--- config.mk ---
export PLATFORM = sky130hd
export DESIGN_NAME = ttc_prescale_lite21
export DESIGN_NICKNAME = d
export VERILOG_FILES = /design/src/rtl/ttc_prescale_lite21.sv
export SDC_FILE = /design/constraint.sdc
export NUM_CORES = 1
export LEC_CHECK = 0
export CAP_MARGIN = 5
export CORE_ASPECT_RATIO = 0.9
export CORE_MARGIN = 2
export CORE_UTILIZATION = 45
export DETAILED_ROUTE_END_ITERATION = 8
export PLACE_DENSITY = 0.78
export SYNTH_ARGS = -nofsm -noshare
export SYNTH_HDL_FRONTEND = slang
export SYNTH_SLANG_ARGS = --single-unit
--- constraint.sdc ---
create_clock -name pclk21 -period 2.1 [get_ports pclk21]
set_clock_uncertainty 0.15 [all_clocks]
set_input_delay 0.42 -clock pclk21 [delete_from_list [all_inputs] [get_ports pclk21]]
set_output_delay 0.42 -clock pclk21 [all_outputs]
set_load 0.03 [all_outputs]
--- src/rtl/ttc_prescale_lite21.sv ---
// ttc_prescale_lite21: clock-enable prescaler for one TTC timer channel.
// Defining TTC_EXT_CLK_EN builds the synchronised external clock source.
module ttc_prescale_lite21 (
    input  logic        pclk21,
    input  logic        n_p_reset21,
    input  logic [6:0]  clk_ctrl_reg21,
    input  logic        count_en21,
    input  logic        ext_clk21,
    output logic        count_tick21,
    output logic [15:0] prescale_cnt21
);

    logic [15:0] mask;
    logic        evt;

    // Same result as ((2 << N) - 1) truncated to 16 bits, without the unused carry bit.
    assign mask = ~(16'hFFFE << clk_ctrl_reg21[4:1]);

`ifdef TTC_EXT_CLK_EN
    logic       s1;
    logic       s2;
    logic       s3;
    logic [1:0] prime;
    logic       rise;
    logic       fall;
    logic       ext_event;

    always_ff @(posedge pclk21 or negedge n_p_reset21) begin
        if (!n_p_reset21) begin
            s1    <= 1'b0;
            s2    <= 1'b0;
            s3    <= 1'b0;
            prime <= 2'b00;
        end else begin
            s1 <= ext_clk21;
            s2 <= s1;
            s3 <= s2;
            if (prime != 2'b11) begin
                prime <= prime + 2'd1;
            end
        end
    end

    // prime holds off edge reporting until the pipe is filled with real samples.
    assign rise      = s2 & ~s3;
    assign fall      = ~s2 & s3;
    assign ext_event = (prime == 2'b11) & (clk_ctrl_reg21[6] ? fall : rise);
    assign evt       = clk_ctrl_reg21[5] ? ext_event : 1'b1;
`else
    logic unused_ext;

    assign unused_ext = ^{ext_clk21, clk_ctrl_reg21[6:5]};
    assign evt        = 1'b1;
`endif

    always_ff @(posedge pclk21 or negedge n_p_reset21) begin
        if (!n_p_reset21) begin
            count_tick21   <= 1'b0;
            prescale_cnt21 <= 16'h0000;
        end else if (!count_en21) begin
            count_tick21   <= 1'b0;
            prescale_cnt21 <= 16'h0000;
        end else if (!evt) begin
            count_tick21 <= 1'b0;
        end else if (!clk_ctrl_reg21[0]) begin
            count_tick21 <= 1'b1;
        end else begin
            // Masked compare keeps the tick within D events after a mid-count mask change.
            count_tick21   <= ((prescale_cnt21 & mask) == mask);
            prescale_cnt21 <= prescale_cnt21 + 16'd1;
        end
    end

endmodule

Yosys cells after proc, flatten, opt, wreduce, memory -nomap -nowiden:

Index checks and enable logic that the tools add are counted.

* register bits after elaboration: 17

* add/subtract/negate cells: 1
* equal/unequal tests: 2
* shift-type cells: 1
* multiplexer cells: 4
* bitwise gates (word level): 2

Operator list (number)
* $mux W16: 2
* $add A16 B1 Y16 const B: 1
* $and A16 B16 Y16: 1
* $eq A16 B16 Y1: 1
* $not A16 Y16: 1
* $shl A16 B4 Y16 const A: 1
* $mux W1: 2
* $ne A2 B2 Y1 const B: 1

Longest topological paths before layout:

Gate-level depths: netlist of the first run.

* depth in word-level cells: 6
* mapped depth: 6
* gate-level depth less buffers: 5

Worst setup path before layout of the first run:

OpenSTA, ideal clock, no wires.

* path kind: register to register
* start: reg prescale_cnt21[3]
* end: reg prescale_cnt21[15]
* library setup time: 119 ps
* arrival: 1626 ps
* slack: 205 ps
* cell stages (with the launch flop): 7
* buffers on the path: 1
* clock period less this slack: 1895 ps
* path through: dfrtp_1 buf_2 nand4_4 nor4b_4 nand4_1 xnor2_1 and2_1

* word-level cells in the longest chain between the ends: 3

RTL lines
* start, declared: line 10 `output logic [15:0] prescale_cnt21`
* start signal, assigned: line 70 `prescale_cnt21 <= prescale_cnt21 + 16'd1;`
* $add A16 B1 Y16: line 70
* $mux W16: line 65 `end else if (!clk_ctrl_reg21[0]) begin`
* $mux W16: line 60 `end else if (!count_en21) begin`

No other way between the ends. The select of a mux whose other input is x is not followed.
A chain may end at the register's enable or synchronous reset.

Worst setup path after layout of the first run:

* start: reg prescale_cnt21[8]
* end: out prescale_cnt21[8]

No word-level cell between the ends.

==> impl_summary.md, run 1 <==
Clock tree
The number of H-tree branching levels is 1. The maximum count of clock buffers along a single path is 2. The buffer count from post-CTS setup fixing is 0. The clock root buffer is sky130_fd_sc_hd__clkbuf_4. The insertion delay to the later sink of the worst-skew pair is 0.29 ns.

TritonCTS built the clock tree. The number of clock buffers added by TritonCTS is 3. The count of clock tree sinks is 17.

The hold-fix buffer count after cts is 0. The quantity of gates resized following cts is 1. The clock transition at the registers of the reported paths is approximately 0.11 ns.

Final layout
The number of antenna cells inserted is 0. For this run, the post-layout net count is 153. Compared with the post-synthesis result, the final layout area differs by 33.9%. Once layout is complete, the cells apart from fillers number 167.

The area taken by flip-flops and latches is 425 um2. The multi-input logic area is 566 um2. After filler insertion, the fill cell instance count of the layout stands at ~180. The share of layout cells above drive strength 1 is 0.0929.

Power
Dividing total power by cell area gives a power density of between 400 and 500 mW/mm2. The leakage power total is about 0.7 nW. VDD sags by at most 0.381 mV.

Worst setup path
In this run the worst path has a maximum fanout of 5. Counting both buffers and inverters, the worst setup path holds a total of 1. The library cell contributing the largest single delay on the critical path is sky130_fd_sc_hd__clkdlybuf4s50_1. The critical path required time is 1.53 ns. The category of the critical setup timing path is flop to output pin. The critical path capture point type is an output pin. Traced cell by cell, the critical path runs through clkdlybuf4s50_1.

The data arrival time of the worst path is 1.45 ns. The kind of cell with the highest combined delay along the critical path is buffers and inverters. The worst setup path is launched from a flop. The delay of the slowest cell on the worst path is 0.70 ns.

Yosys
In the post-synthesis netlist, the cell with the most instances is sky130_fd_sc_hd__dfrtp_1. Counting flops and latches in the post-synthesis netlist gives 17. In the synthesized netlist, the cells that appear most often are sky130_fd_sc_hd__dfrtp_1, sky130_fd_sc_hd__nand2_1, sky130_fd_sc_hd__and2_1, sky130_fd_sc_hd__xnor2_1, sky130_fd_sc_hd__o21ai_0. Of all cell types, the one taking the most synthesized area is sky130_fd_sc_hd__dfrtp_1. By area the synthesized netlist is led by sky130_fd_sc_hd__dfrtp_1, sky130_fd_sc_hd__xnor2_1, sky130_fd_sc_hd__and2_1, sky130_fd_sc_hd__nand2_1, sky130_fd_sc_hd__o21ai_0. The synthesized net count is 121. During synthesis, Yosys emitted a total of 0 warnings. Counting flops with an async set or reset pin after synthesis yields a share of 1.00. The number of enable flip-flop cells after synthesis is 0. The leading register cell type out of synthesis is sky130_fd_sc_hd__dfrtp_1. The unique cell type count in the Yosys netlist is 30. A synthesized cell averages 9.38 um2. The share of synthesized area in the top cell type comes to 0.416. The synthesized netlist occupies a cell area of 0.00102 mm2. The synthesized instance count is 109. The sequential share of the synthesized area is 0.416.

Floorplan
The initialized floorplan defines 16 standard-cell rows. The standard cell core area is 0.00216 mm2. The die span in x is 54.2 um. For this design the top-level I/O count stands at 28. The starting utilization of the core area is 0.473. The die covers approximately 0.0027 mm2. The height of the chip is about 49 um.

Placed design
After detailed placement, the design holds a cell count of 163. Once detailed placement completed, the half-perimeter wirelength came to 1.64 mm. The count of buffers added on input and output ports is 24. OpenSTA, run right after detailed placement, puts the worst setup slack at 0.0515 ns. The placer's final routability congestion estimate is 0.798.

STA
Hold timing on the final database bottoms out at a slack of 0.283 ns. The count of endpoints failing hold in the final timing report came to 0. Of the available clock period, the critical path in the final layout requires 0.963. The total negative slack is 0 ns. The number of max-slew violations in the final report is 0. The minimum period implied by the final worst setup slack is 2.02 ns. Setup repair after global routing left no endpoint under its margin.

Setup violations remaining at the end of the flow were counted as 0. The worst pin sits at a relative slew slack of 0.789. For the pin with the worst max-slew slack, the measured transition is ~0.32 ns. The achievable clock frequency is 494 MHz. The worst path meets setup with 0.0771 ns of slack.

Job
The max-cap check violation count is 0.

Routing
The total via count after detailed routing is between 800 and 900. The post-detailed-route DRC marker count is 0. The total wire length after detailed routing is approximately 2.3 mm.

The residual antenna-violating net count after detailed routing is 0. The post-detailed-route wirelength per cell is 13.7 um. The first-pass iteration count of the detailed router is 4. The via count normalized by instance count is 5.37. The detailed router finished its first iteration with 11 violations.

Global routing
The maximum number of pins on one net before global-route repair is 18. The initial antenna violation count is 0. The total grt overflow is 0. Across every metal layer, demand over resource in global routing totals 0.187.

The first-pass GRT wire length is 3.75 mm. The via count of the first global-routing pass is 852.

Worst hold path
The worst hold path belongs to the class input port to async pin.

Run status
The flow ran to the end, and the final reports show no timing, DRC or antenna violations.
==> per-stage QoR <==
step	utilization	area [um2]	power, mW
CTS	0.626	1350	0.614
detailed placement	0.613	1330	0.432
global placement	0.613	1330	0.430
finish	0.633	1370	0.609
global route	0.633	1370	0.639
floorplan	-	1020	0.383
==> final cells by class <==
cell class / count / area share
Clock buffer: 3 / 0.0165
Clock inverter: 1 / 0.00548
Inverter: 6 / 0.0165
Multi-Input combinational cell: 84 / 0.413
Sequential cell: 17 / 0.311
Tap cell: 27 / 0.0247
Timing Repair Buffer: 29 / 0.213
==> cells in the final DEF, fill, tap and decap left out <==
master / netlist / routed
sky130_fd_sc_hd__dfrtp_1: 17 / 17
sky130_fd_sc_hd__clkdlybuf4s50_1: 0 / 17
sky130_fd_sc_hd__nand2_1: 13 / 13
sky130_fd_sc_hd__xnor2_1: 12 / 12
sky130_fd_sc_hd__and2_1: 12 / 12
sky130_fd_sc_hd__o21ai_0: 7 / 7
sky130_fd_sc_hd__inv_1: 6 / 6
sky130_fd_sc_hd__dlymetal6s2s_1: 0 / 6
sky130_fd_sc_hd__a21oi_1: 5 / 5
sky130_fd_sc_hd__nand4_1: 5 / 5
sky130_fd_sc_hd__buf_4: 0 / 5
sky130_fd_sc_hd__nor2_1: 4 / 4
sky130_fd_sc_hd__and3_1: 3 / 3
sky130_fd_sc_hd__nand3_1: 3 / 3
sky130_fd_sc_hd__nor2b_1: 3 / 3
sky130_fd_sc_hd__clkbuf_4: 0 / 3
sky130_fd_sc_hd__a21boi_0: 2 / 2
sky130_fd_sc_hd__o2111ai_1: 1 / 1
sky130_fd_sc_hd__maj3_1: 1 / 1
sky130_fd_sc_hd__a22o_1: 1 / 1
sky130_fd_sc_hd__nand2b_1: 1 / 1
sky130_fd_sc_hd__a21o_1: 1 / 1
sky130_fd_sc_hd__a41oi_1: 1 / 1
sky130_fd_sc_hd__nand2b_4: 1 / 1
sky130_fd_sc_hd__o41ai_1: 1 / 1
sky130_fd_sc_hd__nand4_4: 1 / 1
sky130_fd_sc_hd__nor4b_4: 1 / 1
sky130_fd_sc_hd__or3_2: 1 / 1
sky130_fd_sc_hd__or3_1: 1 / 1
sky130_fd_sc_hd__mux2i_1: 1 / 1
sky130_fd_sc_hd__xor2_1: 1 / 1
sky130_fd_sc_hd__ha_1: 1 / 1
sky130_fd_sc_hd__clkinvlp_4: 0 / 1
sky130_fd_sc_hd__dlygate4sd2_1: 0 / 1
==> power breakdown <==
group	switching, mW	internal, mW	total, mW	leakage, nW
clock	0.112	0.0724	0.185	0.0139
combinational	0.0446	0.0403	0.0849	0.442
sequential	0.00791	0.332	0.340	0.235
==> registers in the layout, indices dropped and copies added, names as in the netlist <==
name and flops:
count_tick21 1, prescale_cnt21 16
==> per-layer routing <==
metal,track usage,wire [um],vias to the layer above
met3,0.0276,115,2
met4,0.0500,25,0
li1,-,-,442
met5,0,0,-
met2,0.287,1050,29
met1,0.269,1100,423
==> worst reg2reg max path, cell delays in order (launching register included) <==
cell	delay [ns]
sky130_fd_sc_hd__dfrtp_1	0.50
sky130_fd_sc_hd__nand4_1	0.23
sky130_fd_sc_hd__nor4b_4	0.36
sky130_fd_sc_hd__nand4_1	0.16
sky130_fd_sc_hd__xnor2_1	0.15
sky130_fd_sc_hd__and2_1	0.15
==> final timing paths <==
| kind | start | endpoint | slack [ns] | depth (start not counted) |
|---|---|---|---|---|
| worst max register to register | prescale_cnt21[2]$_DFFE_PN0P_ | prescale_cnt21[15]$_DFFE_PN0P_ | 0.31 | 5 |
| max in group asynchronous | n_p_reset21 | prescale_cnt21[12]$_DFFE_PN0P_ | 1.32 | 2 |
| min in group pclk21 | prescale_cnt21[7]$_DFFE_PN0P_ | prescale_cnt21[7]$_DFFE_PN0P_ | 0.48 | 2 |
| worst min register to register | prescale_cnt21[7]$_DFFE_PN0P_ | prescale_cnt21[7]$_DFFE_PN0P_ | 0.48 | 2 |
| worst max-delay path | prescale_cnt21[8]$_DFFE_PN0P_ | prescale_cnt21[8] | 0.08 | 1 |
| worst min-delay path | n_p_reset21 | prescale_cnt21[3]$_DFFE_PN0P_ | 0.28 | 2 |
==> cell families after synthesis <==
group / after synthesis / share of synthesized area
xor gates and xnor gates: 13 / 0.111
AOI/OAI and AO/OA: 19 / 0.115
DFF: 17 / 0.416
muxes: 1 / 0.00979
buffers and inverters: 8 / 0.0306
and+or+nand+nor: 49 / 0.295
adders and majority gates: 2 / 0.0220
(Power assumes the default switching activity.)
==> inputs of run 2 (changes only) <==
- RECOVER_POWER: unset -> 100
==> run 2 against run 1 <==
Against the previous run: clock power is essentially flat; die area is the same; sequential power is essentially flat; power shrank 1.1%.
==> impl_summary.md, run 2 (synthesized netlist as in run 1, its figures left out) <==
Floorplan
28 I/O pins were placed. The height of the chip is 49.2 um. For this configuration, the core starts out at a cell density of 0.473. The initialized floorplan defines 16 standard-cell rows.

The total area inside the core boundary comes to 0.00216 mm2. The area of the die is 0.00267 mm2. Measured along the x axis, the die boundary spans 54.2 um.

Final layout
The multi-input logic area is 549 um2. The area overhead of the layout relative to synthesis is 26.4%. The register with the most flip-flops in the layout has 16 of them. In the final layout, the share of cells above drive strength 1 is 0.0714. Counting flops per register, the top entry is prescale_cnt21. The largest registers in the layout are prescale_cnt21 x16, count_tick21 x1. The area taken by flip-flops and latches is 425 um2. The number of fill cells in the layout is 198. The number of antenna cells inserted is 0. Leaving out fill and tap cells, the most frequent cell in the layout is sky130_fd_sc_hd__dfrtp_1. The total non-filler cell area in the finished layout is 0.00129 mm2.

The net count of the finished layout is roughly 150. In the layout the commonest cells are sky130_fd_sc_hd__dfrtp_1, sky130_fd_sc_hd__nand2_1, sky130_fd_sc_hd__xnor2_1, sky130_fd_sc_hd__clkdlybuf4s50_1, sky130_fd_sc_hd__clkbuf_1.

STA
Setup violations remaining at the end of the flow were counted as 0. The total negative slack is 0 ns. The minimum hold slack is 0.484 ns.

Setup repair after global routing left no endpoint under its margin. The count of endpoints failing hold in the final timing report was 0. In the finished design, the share of the clock period the worst path needs comes to 0.966. The transition time of the tightest slew-check pin is approximately 0.95 ns.

The number of max-slew violations in the final report is 0. Derived from the worst setup path, the maximum achievable clock frequency is roughly 490 MHz. After layout, the minimum clock period comes to just over 2 ns. The worst relative slew slack is 0.368.

The worst setup slack after layout is roughly 0.071 ns.

Global routing
Entering global routing, the biggest net connects 18 pins. The initial antenna violation count came to 0. The via count of the first global-routing pass was 852. The total overflow left after global routing is 0.

The overall track demand over capacity in global routing is 0.187. The first global-routing pass estimated 3.75 mm of wire.

Clock tree
The TritonCTS buffer count is 3. In this run the number of H-tree levels came out at 1. TritonCTS built the clock tree.

The maximum count of clock buffers along a single path is 2. Clock-pin slew was measured on the worst setup and hold paths at about 0.12 ns. The clock root buffer is sky130_fd_sc_hd__clkbuf_4. The insertion delay to the later sink of the worst-skew pair is 0.30 ns.

The count of clock tree sinks is 17.

Placed design
The worst setup slack before clock tree synthesis is 0.0515 ns. The HPWL after detailed placement is 1.64 mm. The placer's final routability congestion estimate is 0.798. Input and output buffers added on the ports amount to 24.

Summing all placed instances gives a cell area of around 0.0013 mm2.

Worst setup path
At the worst endpoint, the arrival time is 1.46 ns. STA classifies the critical path startpoint as a flop. The critical path required time is 1.53 ns. The maximum fanout count along the critical path is 4.

The critical path capture point type is an output pin. The total buffers and inverters traversed by the critical path is 1. The delay of the slowest cell on the worst path is 0.70 ns. The kind of cell with the highest combined delay along the critical path is buffers and inverters. Walking the worst path, the cells encountered are clkdlybuf4s50_1. On the critical path, the stage with the largest delay is an instance of sky130_fd_sc_hd__clkdlybuf4s50_1.

The category of the critical setup timing path is flop to output pin.

Power
Dividing total power by cell area gives a power density of 466 mW/mm2. The part of the power in the clock network is 0.312. For this design the total switching power over the nets is 0.167 mW.

Summed over all cells, the static leakage comes to 0.548 nW. The share of power burned in combinational logic is 0.124. IR analysis of the VDD net gives a maximum drop of between 0.3 and 0.4 mV. The internal portion of total power is 0.436 mW. Of the total power, registers draw 0.564. The proportion of total power due to net switching is 0.277.

Routing
The detailed router's first-iteration violation count is 9. The first-pass iteration count of the detailed router is 5. The total wire length after detailed routing is between 2 and 2.5 mm. In the routed layout, each cell is associated on average with a via count of 5.35. After detailed routing, the number of remaining DRC violations is 0.

In the final routed layout, each cell accounts on average for 13.6 um. The residual antenna-violating net count after detailed routing is 0. The total via count after detailed routing is 893.

Run status
The run finished with clean final reports.

Worst hold path
The worst min-delay path category is flop to flop.

Job
The tool flagged a number of max-cap violations equal to 0.
## run 2: changes by cell type in the layout (fill, tap and decap cells not counted), sizes merged
cell / previous run / this run
clkbuf: 3 / 11
dlymetal6s2s: 6 / 0
clkdlybuf4s50: 17 / 12
dlygate4sd3: 0 / 5
buf: 5 / 3
## run 2: layout make-up
type                    count  area share
repair buffers             29       0.179
well taps                  27      0.0261
clock inverters             1     0.00581
flip-flops and latches     17       0.329
inverters                   6      0.0174
multi-input cells          84       0.425
clock buffers               3      0.0174
## run 2: what timing repair did
action / CTS / global route
resized for setup: 1 / 6
pin swaps: 0 / 0
setup endpoints to repair: 1 / 6
hold buffers: 0 / 0
buffers inserted: 0 / 0
## run 2: final timing paths
kind	cells after the start	end	slack [ns]	start
worst min register to register	2	prescale_cnt21[7]$_DFFE_PN0P_	0.48	prescale_cnt21[7]$_DFFE_PN0P_
min in group asynchronous	2	prescale_cnt21[3]$_DFFE_PN0P_	0.61	n_p_reset21
worst max-delay path	1	prescale_cnt21[3]	0.07	prescale_cnt21[3]$_DFFE_PN0P_
max in group asynchronous	2	prescale_cnt21[12]$_DFFE_PN0P_	0.60	n_p_reset21
worst max register to register	5	prescale_cnt21[15]$_DFFE_PN0P_	0.28	prescale_cnt21[5]$_DFFE_PN0P_
worst min-delay path	2	prescale_cnt21[7]$_DFFE_PN0P_	0.48	prescale_cnt21[7]$_DFFE_PN0P_
## run 2: metrics by stage
stage | cells | total power, mW | utilization
2_1_floorplan | 109 | 0.383 | -
6_report | 167 | 0.603 | 0.598
3_3_place_gp | 163 | 0.430 | 0.613
5_1_grt | 167 | 0.630 | 0.598
3_5_place_dp | 163 | 0.432 | 0.613
4_1_cts | 167 | 0.614 | 0.626
## run 2: power groups by stage
stage               Clock (mW)  Combinational (mW)  Sequential (mW)
global placement             0              0.0837            0.346
detailed placement           0              0.0857            0.346
CTS                      0.188              0.0862            0.340
floorplan                    0              0.0277            0.355
finish                   0.188              0.0748            0.340
global route             0.205              0.0836            0.341
## run 2: metal layers
metal	GRT usage	wire, um	up-vias
met1	0.269	1090	428
met2	0.287	1060	22
met5	0	0	-
li1	-	-	441
met3	0.0276	101	2
met4	0.0500	21	0
